`config.mk`:
```
export PLATFORM = sky130hd
export DESIGN_NAME = btb_update_ctrl
export DESIGN_NICKNAME = d
export VERILOG_FILES = /design/src/rtl/btb_update_ctrl.sv
export SDC_FILE = /design/constraint.sdc
export NUM_CORES = 1
export LEC_CHECK = 0
export ABC_AREA = 1
export BUFFER_PORTS_ARGS = -buffer_cell sky130_fd_sc_hd__buf_2
export CAP_MARGIN = 25
export CELL_PAD_IN_SITES_DETAIL_PLACEMENT = 1
export CELL_PAD_IN_SITES_GLOBAL_PLACEMENT = 1
export CORE_AREA = 3 3 208 210
export DETAILED_ROUTE_END_ITERATION = 10
export DIE_AREA = 0 0 211 213
export PLACE_DENSITY = 0.87
export SYNTH_ARGS = -nofsm -noshare
export SYNTH_HDL_FRONTEND = slang
export SYNTH_SLANG_ARGS = --single-unit
```
`constraint.sdc`:
```
create_clock -name clk -period 35.6 [get_ports clk]
set_input_delay 8.9 -clock clk [delete_from_list [all_inputs] [get_ports clk]]
set_output_delay 8.9 -clock clk [all_outputs]
set_load 0.05 [all_outputs]
```
`src/rtl/btb_update_ctrl.sv`:
```
// BTB update scheduler: two branch-resolution sources into one in-order FIFO, drained
// one entry per cycle to the BTB update port. Optional filter: define BTB_UPD_FILTER_EN.
module btb_update_ctrl #(
  parameter int DEPTH = 4
) (
  input  logic             clk,
  input  logic             rst,
  input  logic             br0_valid,
  output logic             br0_ready,
  input  logic [31:0]      br0_pc,
  input  logic [31:0]      br0_target,
  input  logic             br0_taken,
  input  logic             br0_pred_taken,
  input  logic             br1_valid,
  output logic             br1_ready,
  input  logic [31:0]      br1_pc,
  input  logic [31:0]      br1_target,
  input  logic             br1_taken,
  input  logic             br1_pred_taken,
  input  logic             upd_stall,
  output logic             update_en,
  output logic [31:0]      update_pc,
  output logic [31:0]      update_target,
  output logic             actual_taken,
  output logic [$clog2(DEPTH):0] occupancy,
  output logic [15:0]      filt_cnt
);
  localparam int PW = $clog2(DEPTH);
  localparam int CW = $clog2(DEPTH) + 1;

  typedef struct packed {
    logic [31:0] pc;
    logic [31:0] tgt;
    logic        taken;
  } ent_t;

  ent_t          mem_q [DEPTH];
  ent_t          mem_d [DEPTH];
  logic [PW-1:0] wr_ptr_q, wr_ptr_d, rd_ptr_q, rd_ptr_d;
  logic [CW-1:0] occ_q, occ_d, free;
  logic          rr_q, rr_d;
  logic          upd_en_q, upd_en_d, act_taken_q, act_taken_d;
  logic [31:0]   upd_pc_q, upd_pc_d, upd_tgt_q, upd_tgt_d;
  logic          filt0, filt1, need0, need1, acc0, acc1, pop;
  logic          free_ge2, free_eq1, contend;
  ent_t          ent0, ent1, head;

`ifdef BTB_UPD_FILTER_EN
  logic [15:0] filt_cnt_q, filt_cnt_d;
  logic [16:0] filt_sum;

  assign filt0 = br0_valid & ~br0_taken & ~br0_pred_taken;
  assign filt1 = br1_valid & ~br1_taken & ~br1_pred_taken;

  always_comb begin
    filt_sum   = {1'b0, filt_cnt_q} + 17'(filt0) + 17'(filt1);
    filt_cnt_d = filt_sum[16] ? 16'hFFFF : filt_sum[15:0];
  end

  always_ff @(posedge clk or posedge rst) begin
    if (rst) filt_cnt_q <= '0;
    else     filt_cnt_q <= filt_cnt_d;
  end

  assign filt_cnt = filt_cnt_q;
`else
  logic unused_pred;
  assign unused_pred = br0_pred_taken ^ br1_pred_taken;
  assign filt0       = 1'b0;
  assign filt1       = 1'b0;
  assign filt_cnt    = '0;
`endif

  assign need0 = br0_valid & ~filt0;
  assign need1 = br1_valid & ~filt1;

  // free counts registered occupancy only, so a same-cycle pop never frees a slot
  assign free     = CW'(DEPTH) - occ_q;
  assign free_ge2 = free >= CW'(2);
  assign free_eq1 = free == CW'(1);
  assign contend  = free_eq1 & need0 & need1;

  assign br0_ready = filt0 | free_ge2 | (free_eq1 & (~contend | ~rr_q));
  assign br1_ready = filt1 | free_ge2 | (free_eq1 & (~contend |  rr_q));

  assign acc0 = need0 & br0_ready;
  assign acc1 = need1 & br1_ready;
  assign pop  = (occ_q != '0) & ~upd_stall;

  assign ent0 = '{pc: br0_pc, tgt: br0_target, taken: br0_taken};
  assign ent1 = '{pc: br1_pc, tgt: br1_target, taken: br1_taken};
  assign head = mem_q[rd_ptr_q];

  always_comb begin
    mem_d = mem_q;
    if (acc0) mem_d[wr_ptr_q] = ent0;
    if (acc1) mem_d[acc0 ? wr_ptr_q + PW'(1) : wr_ptr_q] = ent1;
    wr_ptr_d = wr_ptr_q + PW'(acc0) + PW'(acc1);
    rd_ptr_d = rd_ptr_q + PW'(pop);
    occ_d    = occ_q + CW'(acc0) + CW'(acc1) - CW'(pop);
    rr_d     = rr_q ^ contend;
  end

  always_comb begin
    upd_en_d    = pop;
    upd_pc_d    = pop ? head.pc    : upd_pc_q;
    upd_tgt_d   = pop ? head.tgt   : upd_tgt_q;
    act_taken_d = pop ? head.taken : act_taken_q;
  end

  always_ff @(posedge clk or posedge rst) begin
    if (rst) begin
      for (int i = 0; i < DEPTH; i++) mem_q[i] <= '0;
      wr_ptr_q    <= '0;
      rd_ptr_q    <= '0;
      occ_q       <= '0;
      rr_q        <= 1'b0;
      upd_en_q    <= 1'b0;
      upd_pc_q    <= '0;
      upd_tgt_q   <= '0;
      act_taken_q <= 1'b0;
    end else begin
      mem_q       <= mem_d;
      wr_ptr_q    <= wr_ptr_d;
      rd_ptr_q    <= rd_ptr_d;
      occ_q       <= occ_d;
      rr_q        <= rr_d;
      upd_en_q    <= upd_en_d;
      upd_pc_q    <= upd_pc_d;
      upd_tgt_q   <= upd_tgt_d;
      act_taken_q <= act_taken_d;
    end
  end

  assign update_en     = upd_en_q;
  assign update_pc     = upd_pc_q;
  assign update_target = upd_tgt_q;
  assign actual_taken  = act_taken_q;
  assign occupancy     = occ_q;
endmodule

```
### Word-level counts from Yosys, hierarchy flattened

Cells that the tools add are included.

| storage, ports and cells | value |
|---|---|
| bits in registers | 334 |
| input bits | 137 |
| output and inout port bits | 87 |

| operators by class | value |
|---|---|
| add/sub/neg operators | 8 |
| magnitude comparators | 6 |
| eq/ne operators | 1 |
| muxes and demuxes | 12 |
| bitwise gates (word level) | 18 |
| reductions and logical operators | 3 |

Operators with widths:

| operator | count |
|---|---|
| bitwise mux 260 bit | 2 |
| two-way mux 260 bit | 2 |
| demux 65 bit (select 2 bit) | 2 |
| two-way mux 65 bit | 4 |
| binary-select mux 65 bit (select 2 bit) | 1 |
| greater-or-equal comparator 3 bit, second input constant | 3 |
| NOT 2 -> 3 bit | 3 |
| AND 1 bit | 7 |
| adder 2 x 1 -> 2 bit | 3 |
| adder 3 x 1 -> 3 bit | 2 |
| less-than comparator 3 x 1 -> 1 bit, second input constant | 2 |
| OR 1 bit | 4 |
| == test 3 x 1 -> 1 bit, second input constant | 1 |
| greater-or-equal comparator 3 x 2 -> 1 bit, second input constant | 1 |
| NOT 1 bit | 3 |
| nonzero test 3 bit | 1 |
| subtractor 3 x 1 -> 3 bit | 1 |
| subtractor 3 bit, first input constant | 1 |
| adder 2 x 1 -> 2 bit, second input constant | 1 |
| logical AND 1 bit | 2 |
| two-way mux 2 bit | 1 |
| XOR 1 bit | 1 |

### Logic depth before layout (Yosys ltp)

Gate-level depths: netlist of run 1.

| logic depth | value |
|---|---|
| depth in word-level cells | 17 |
| depth in mapped cells | 17 |

### Worst setup path before layout of run 1

Ideal clock, no wire load.

| timing | value |
|---|---|
| kind | in2out |
| start | input port br0_valid |
| end | output port br1_ready |
| arrival time | 9.664 ns |
| data required time | 26.700 ns |
| setup slack | 17.036 ns |
| cell stages on the path | 5 |
| buffers on the path | 0 |
| cell sequence | nand2_1 > nor2_1 > ha_1 > o21a_1 > inv_1 |

| between the ends | value |
|---|---|
| word-level cells in the longest chain between the ends | 6 |

Ends and longest elaborated chain:

| element | RTL line | text |
|---|---|---|
| from (decl) | 8 | `input logic br0_valid,` |
| AND 1 bit (2 in a row) | 81 | `assign contend = free_eq1 & need0 & need1;` |
| NOT 1 bit | 84 | `assign br1_ready = filt1 \| free_ge2 \| (free_eq1 & (~contend \| rr_q));` |
| OR 1 bit | 84 |  |
| AND 1 bit | 84 |  |
| OR 1 bit | 84 |  |
| to (decl) | 15 | `output logic br1_ready,` |

No other way between the ends.

### Worst setup path in the final report of run 1

| timing | value |
|---|---|
| start | input port br0_valid |
| end | output port br0_ready |

| between the ends | value |
|---|---|
| word-level cells in the longest chain between the ends | 6 |

Ends and longest elaborated chain:

| element | RTL line | text |
|---|---|---|
| AND 1 bit (2 in a row) | 81 |  |
| NOT 1 bit | 83 | `assign br0_ready = filt0 \| free_ge2 \| (free_eq1 & (~contend \| ~rr_q));` |
| OR 1 bit | 83 |  |
| AND 1 bit | 83 |  |
| OR 1 bit | 83 |  |
| to (decl) | 9 | `output logic br0_ready,` |

No other way between the ends.

==> impl_metrics.py, run 1 <==
metrics = {
    "status": {
        "status": "finished, final reports clean",
    },
    "route": {
        "wire_per_inst_microns": 22.5,
        "drtIter0Drc": 1532,
        "vias_per_cell": 6.08,
        "vias": 19600,
        "ant_nets": 0,
        "drc": 0,
        "drtPass1Iterations": 5,
        "wirelength_microns": 72700,
    },
    "clock_tree": {
        "h-tree-depth": 2,
        "cts_num_sinks": 334,
        "clkLatencyLatePin_ps": 570,
        "postCtsSetupBuffers": 0,
        "cts_root_buf": "clkbuf_16",
        "ctsHoldBuffers": 0,
        "tritoncts": "yes",
        "cts_made_buffers": 41,
        "clk_pin_slew_ps": 60,
        "post_cts_resized": 0,
        "cts_buffer_depth": 3,
    },
    "critical_path": {
        "crit_buf_inv": 2,
        "r2r_start": "occupancy[1]",
        "cp_top_family": "simple AND/OR/NAND/NOR gates",
        "critPathLaunch": "br0_valid",
        "cp_slowest_cell": "buf_2",
        "path_class": "in2out",
        "crit_required_ps": 26700,
        "path_cells": "buf_2, nand2_1, nor2_1, ha_1, nand3b_1, nand2_4, buf_2",
        "endpoint_kind": "output port",
        "crit_path_frequent_cell": "buf_2",
        "path_max_fanout": 6,
        "crit_arrival_ps": 10110,
        "cp-start-kind": "primary input",
        "cpPeakStageDelay_ps": 300,
    },
    "sta": {
        "rsz0062_at_grt": "false",
        "timing_hold_violations_final": 0,
        "fmax_mhz": 52.6,
        "slew-limit-headroom": 0.267,
        "final_max_slew_viol_count": 0,
        "fin_tns_setup_ps": 0,
        "min_period_ps": 19010,
        "fin_ws_ps": 16590,
        "tightest_slew_ps": 1100,
        "setup_violations": 0,
        "fin_crit_sh": 0.534,
        "fin_worst_skew_ps": 23.4,
    },
    "floorplanning": {
        "coreArea_sq_um": 41800,
        "dieArea_sq_um": 44900,
        "dieHeight_microns": 213,
        "initial_utilization": 0.456,
        "ioPinCount": 224,
        "rows": 75,
        "die_x_microns": 211,
    },
    "final_layout": {
        "finalNetCount": 2803,
        "num-fill-cells": 5294,
        "utilization": 0.511,
        "area.growth.synth_to_final_pct": 11.9,
        "drive_gt1_frac": 0.119,
        "final_area_sq_um": 21300,
        "stdcell_count": 3229,
    },
    "yosys": {
        "synth_top_area_share": 0.439,
        "synth_edf_count": 0,
        "ys_seq_area_frac": 0.439,
        "ys_top_cells_by_area": "dfrtp_1 (44%), nand2_1 (19%), nand4_1 (8.5%), o21ai_0 (5.7%), inv_1 (3.0%)",
        "synth_cell_type_count": 28,
        "synth-async-reset-ratio": 1.00,
        "avgSynthCellArea_sq_um": 7.29,
        "yosysTopAreaCell": "dfrtp_1",
        "synth_ff_type": "dfrtp_1",
        "synth_warnings": 0,
        "synth_cells": 2614,
        "synthesis.area_sq_um": 19000,
        "synth_seq_cells": 334,
    },
    "pwr": {
        "p_leak_nw": 10.6,
        "share_comb_of_total_power": 0.559,
        "switching_share": 0.531,
        "p_int_w": 0.00117,
        "p_clk_frac": 0.167,
        "seq_power_share": 0.274,
        "powerDensity_nw_per_um2": 117,
        "ir_drop_uv": 92.0,
        "p_sw_w": 0.00133,
    },
    "global_route": {
        "grt.overflow.total": 0,
        "grt_usage": 0.318,
        "grt.met3_usage": 0.0573,
        "use_met2": 0.555,
        "use_met1": 0.396,
        "grt_max_degree": 158,
        "busiest_layer": "met2",
        "antenna_found_initial": 20,
        "grt_pass1_wl_microns": 114000,
        "grt_pass1_vias": 20900,
    },
    "place": {
        "io_buffer_count": 205,
        "placed_cells": 3142,
        "gp_congestion": 0.796,
        "pre_cts_ws_ps": 16630,
        "placed_cell_area_sq_um": 19800,
        "place_hpwl_microns": 38700,
    },
    "min_path": {
        "hp-class": "reg2reg",
        "hold_start": "update_pc[22]",
    },
    "flow_run": {
        "cap_violations": 0,
    },
}
==> worst min-delay path: stages (launching register included) <==
cell and delay (ps):
dfrtp_1 340, nor2_1 50, a31oi_1 120
==> synthesized netlist by cell type, drive strengths merged (3+ instances only) <==
cell    number
nand3        8
ha          12
a31oi       65
clkbuf     100
nor2        73
a21oi       65
dfrtp      334
buf        158
o21ai      325
o211ai      65
fa           3
inv        151
nand2      988
xor2         3
nand4      260
==> cells in the final DEF, fill, tap and decap left out, drive strengths merged, types with 3 or more instances in the layout <==
cell type	count
nand3	8
buf	237
dfrtp	334
a21oi	65
clkinv	4
diode	13
xor2	3
inv	153
nand4	260
a31oi	65
nand2	988
o21ai	325
o211ai	65
conb	16
fa	3
ha	12
nor2	73
clkbuf	62
==> registers in the layout, indices dropped and copies added, names as in the netlist <==
| name | flops |
|---|---|
| mem_q | 260 |
| update_en | 1 |
| wr_ptr_q | 2 |
| actual_taken | 1 |
| rd_ptr_q | 2 |
| occupancy | 3 |
| update_target | 32 |
| rr_q | 1 |
| update_pc | 32 |
==> power by group through the flow <==
stage | logic, W | clock network, W | registers [W]
2_1_floorplan | 0.000885 | 0 | 0.000776
3_3_place_gp | 0.00128 | 0 | 0.000678
3_5_place_dp | 0.00135 | 0 | 0.000689
4_1_cts | 0.00136 | 0.000423 | 0.000684
5_1_grt | 0.00153 | 0.000439 | 0.000706
6_report | 0.00140 | 0.000418 | 0.000686
==> through the flow <==
stage / hold slack, ps / total power (W)
finish: 541 / 0.00250
detailed placement: 537 / 0.00204
CTS: 549 / 0.00247
global placement: 532 / 0.00196
global route: 571 / 0.00267
floorplan: 473 / 0.00166
==> layout make-up <==
class | count | area [sq um] | share of cell area
multi-input combinational | 1886 | 8970 | 0.421
sequential | 334 | 8370 | 0.392
timing repair buffer | 237 | 1400 | 0.0656
clock buffer | 62 | 1240 | 0.0580
tap | 539 | 674 | 0.0316
inverter | 151 | 574 | 0.0269
clock inverter | 7 | 67.6 | 0.00317
antenna | 13 | 32.5 | 0.00153
==> worst paths after layout <==
kind | end | slack (ps) | depth (start not counted)
max in group asynchronous | mem_q[62] | 25190 | 5
hold / removal | update_pc[22] | 540 | 2
setup reg to reg | mem_q[73] | 30560 | 16
hold reg to reg | update_pc[22] | 540 | 2
setup / recovery | br0_ready | 16590 | 7
min in group asynchronous | update_pc[7] | 8430 | 2
==> cells by family (layout without fill, tap and decap cells) <==
family | after synthesis | count (layout) | share of synthesized area
XOR/XNOR | 4 | 4 | 0.00184
adder cells (fa/ha/maj) | 15 | 15 | 0.0110
buffers and inverters | 409 | 457 | 0.0983
AO/OA/AOI/OAI | 521 | 521 | 0.150
other | 1 | 29 | 0.000197
AND/OR/NAND/NOR | 1330 | 1330 | 0.300
flip-flops | 334 | 334 | 0.439
==> metal layers <==
metal  part of all wire  vias up  wire length, microns
li1                   -     8778                     -
met3              0.067      149                  4860
met5             0.0019        -                   135
met2               0.49      727                 36000
met4              0.025       18                  1830
met1               0.41     9959                 29900
Note: power is estimated with default switching activity, not from simulation.
==> run 2: changes to the inputs <==
- CORE_AREA: 3 3 208 210 -> 3 3 215 217
- DIE_AREA: 0 0 211 213 -> 0 0 218 220
- PLACE_DENSITY: 0.87 -> 0.82
- clock period: 35.6 -> 19.6 ns (I/O delays scaled with it)
==> impl_metrics.py, run 2 (synthesized netlist as in run 1, its figures left out) <==
metrics = {
    "status": {
        "status": "finished, final reports clean",
    },
    "route": {
        "vias_per_cell": 5.96,
        "wirelength_microns": 72100,
        "drtIter0Drc": 1521,
        "drtPass1Iterations": 6,
        "ant_nets": 0,
        "wire_per_inst_microns": 22.0,
        "vias": 19500,
        "drc": 0,
    },
    "clock_tree": {
        "cts_root_buf": "clkbuf_16",
        "post_cts_resized": 0,
        "cts_buffer_depth": 3,
        "cts_made_buffers": 40,
        "cts_num_sinks": 334,
        "clk_pin_slew_ps": 50,
        "h-tree-depth": 2,
        "postCtsSetupBuffers": 0,
        "ctsHoldBuffers": 0,
        "clkLatencyLatePin_ps": 570,
        "tritoncts": "yes",
    },
    "floorplanning": {
        "coreArea_sq_um": 44300,
        "initial_utilization": 0.430,
        "dieArea_sq_um": 48000,
        "dieHeight_microns": 220,
        "die_x_microns": 218,
        "rows": 77,
        "ioPinCount": 224,
    },
    "critical_path": {
        "crit_arrival_ps": 6090,
        "path_class": "in2out",
        "critPathLaunch": "br0_valid",
        "path_cells": "buf_2, nand2_1, nor2_1, ha_1, nand3b_1, nand2_4, buf_2",
        "crit_path_frequent_cell": "buf_2",
        "path_max_fanout": 6,
        "cp-start-kind": "primary input",
        "crit_required_ps": 14700,
        "cp_slowest_cell": "buf_2",
        "cpPeakStageDelay_ps": 280,
        "endpoint_kind": "output port",
        "r2r_start": "occupancy[1]",
    },
    "global_route": {
        "grt_max_degree": 207,
        "grt.met3_usage": 0.0546,
        "use_met2": 0.512,
        "grt_pass1_wl_microns": 114000,
        "antenna_found_initial": 21,
        "use_met1": 0.372,
        "grt_pass1_vias": 20800,
        "grt.overflow.total": 0,
        "busiest_layer": "met2",
        "grt_usage": 0.299,
    },
    "final_layout": {
        "finalNetCount": 2802,
        "final_cell_mix": "nand2_1 (982), dfrtp_1 (332), nand4_1 (260)",
        "largest_reg_flops": 260,
        "drive_gt1_frac": 0.117,
        "num-fill-cells": 5648,
        "top_register": "mem_q",
        "final_area_sq_um": 21200,
        "layout_commonest_cell": "nand2_1",
        "area.growth.synth_to_final_pct": 11.5,
    },
    "place": {
        "gp_congestion": 0.777,
        "placed_cell_area_sq_um": 19900,
        "io_buffer_count": 205,
        "place_hpwl_microns": 38900,
    },
    "sta": {
        "fin_crit_sh": 0.561,
        "fin_worst_skew_ps": 22.9,
        "fmax_mhz": 91.0,
        "rsz0062_at_grt": "false",
        "min_period_ps": 10990,
        "timing_hold_violations_final": 0,
        "final_max_slew_viol_count": 0,
        "slew-limit-headroom": 0.278,
        "fin_tns_setup_ps": 0,
        "setup_violations": 0,
        "tightest_slew_ps": 1080,
    },
    "min_path": {
        "hp-class": "reg2reg",
        "hold_start": "update_target[22]",
    },
    "pwr": {
        "ir_drop_uv": 162,
        "powerDensity_nw_per_um2": 211,
        "p_leak_nw": 10.5,
    },
    "flow_run": {
        "cap_violations": 0,
    },
}
## run 2: routing by layer
metal	up-vias	routed length, microns
li1	8774	-
met1	9878	30000
met2	668	35000
met3	182	4820
met4	22	2190
met5	-	125
## run 2: metrics by stage
step	cells	power, W	hold slack (ps)	setup WS, ps	utilization
6_report	3278	0.00448	539	8610	0.479
5_1_grt	3277	0.00481	570	8570	0.479
3_5_place_dp	3197	0.00371	534	8640	0.450
4_1_cts	3265	0.00444	548	8610	0.477
2_1_floorplan	2629	0.00302	473	5450	-
3_3_place_gp	3196	0.00358	525	8690	0.449
## run 2: critical path: cells and delay by family
family | cells | cell delay (ps)
fa+ha+maj | 1 | 180
buf+inv | 2 | 430
simple gates | 4 | 580
## run 2: power by group
| part | total, W | internal (W) | switching, W |
|---|---|---|---|
| combinational | 0.00254 | 0.000638 | 0.00190 |
| sequential | 0.00123 | 0.00104 | 0.000186 |
| clock | 0.000714 | 0.000407 | 0.000307 |
## run 2: worst paths after layout
kind	to	cells past startpoint	slack (ps)
max	br0_ready	7	8610
min	update_target[22]	2	540
max reg2reg	mem_q[172]	16	15090
min reg2reg	update_target[22]	2	540
max in group asynchronous	rd_ptr_q[1]	4	12900
min in group asynchronous	update_pc[10]	2	4440
## run 2: cell type report
class,count,area [sq um],area share
diodes,10,25.0,0.00118
clock buffers,61,1160,0.0547
clock inverters,7,46.3,0.00218
inverters,151,574,0.0271
multi-input cells,1886,8970,0.423
flip-flops and latches,334,8370,0.394
well taps,592,741,0.0349
repair buffers,237,1340,0.0633
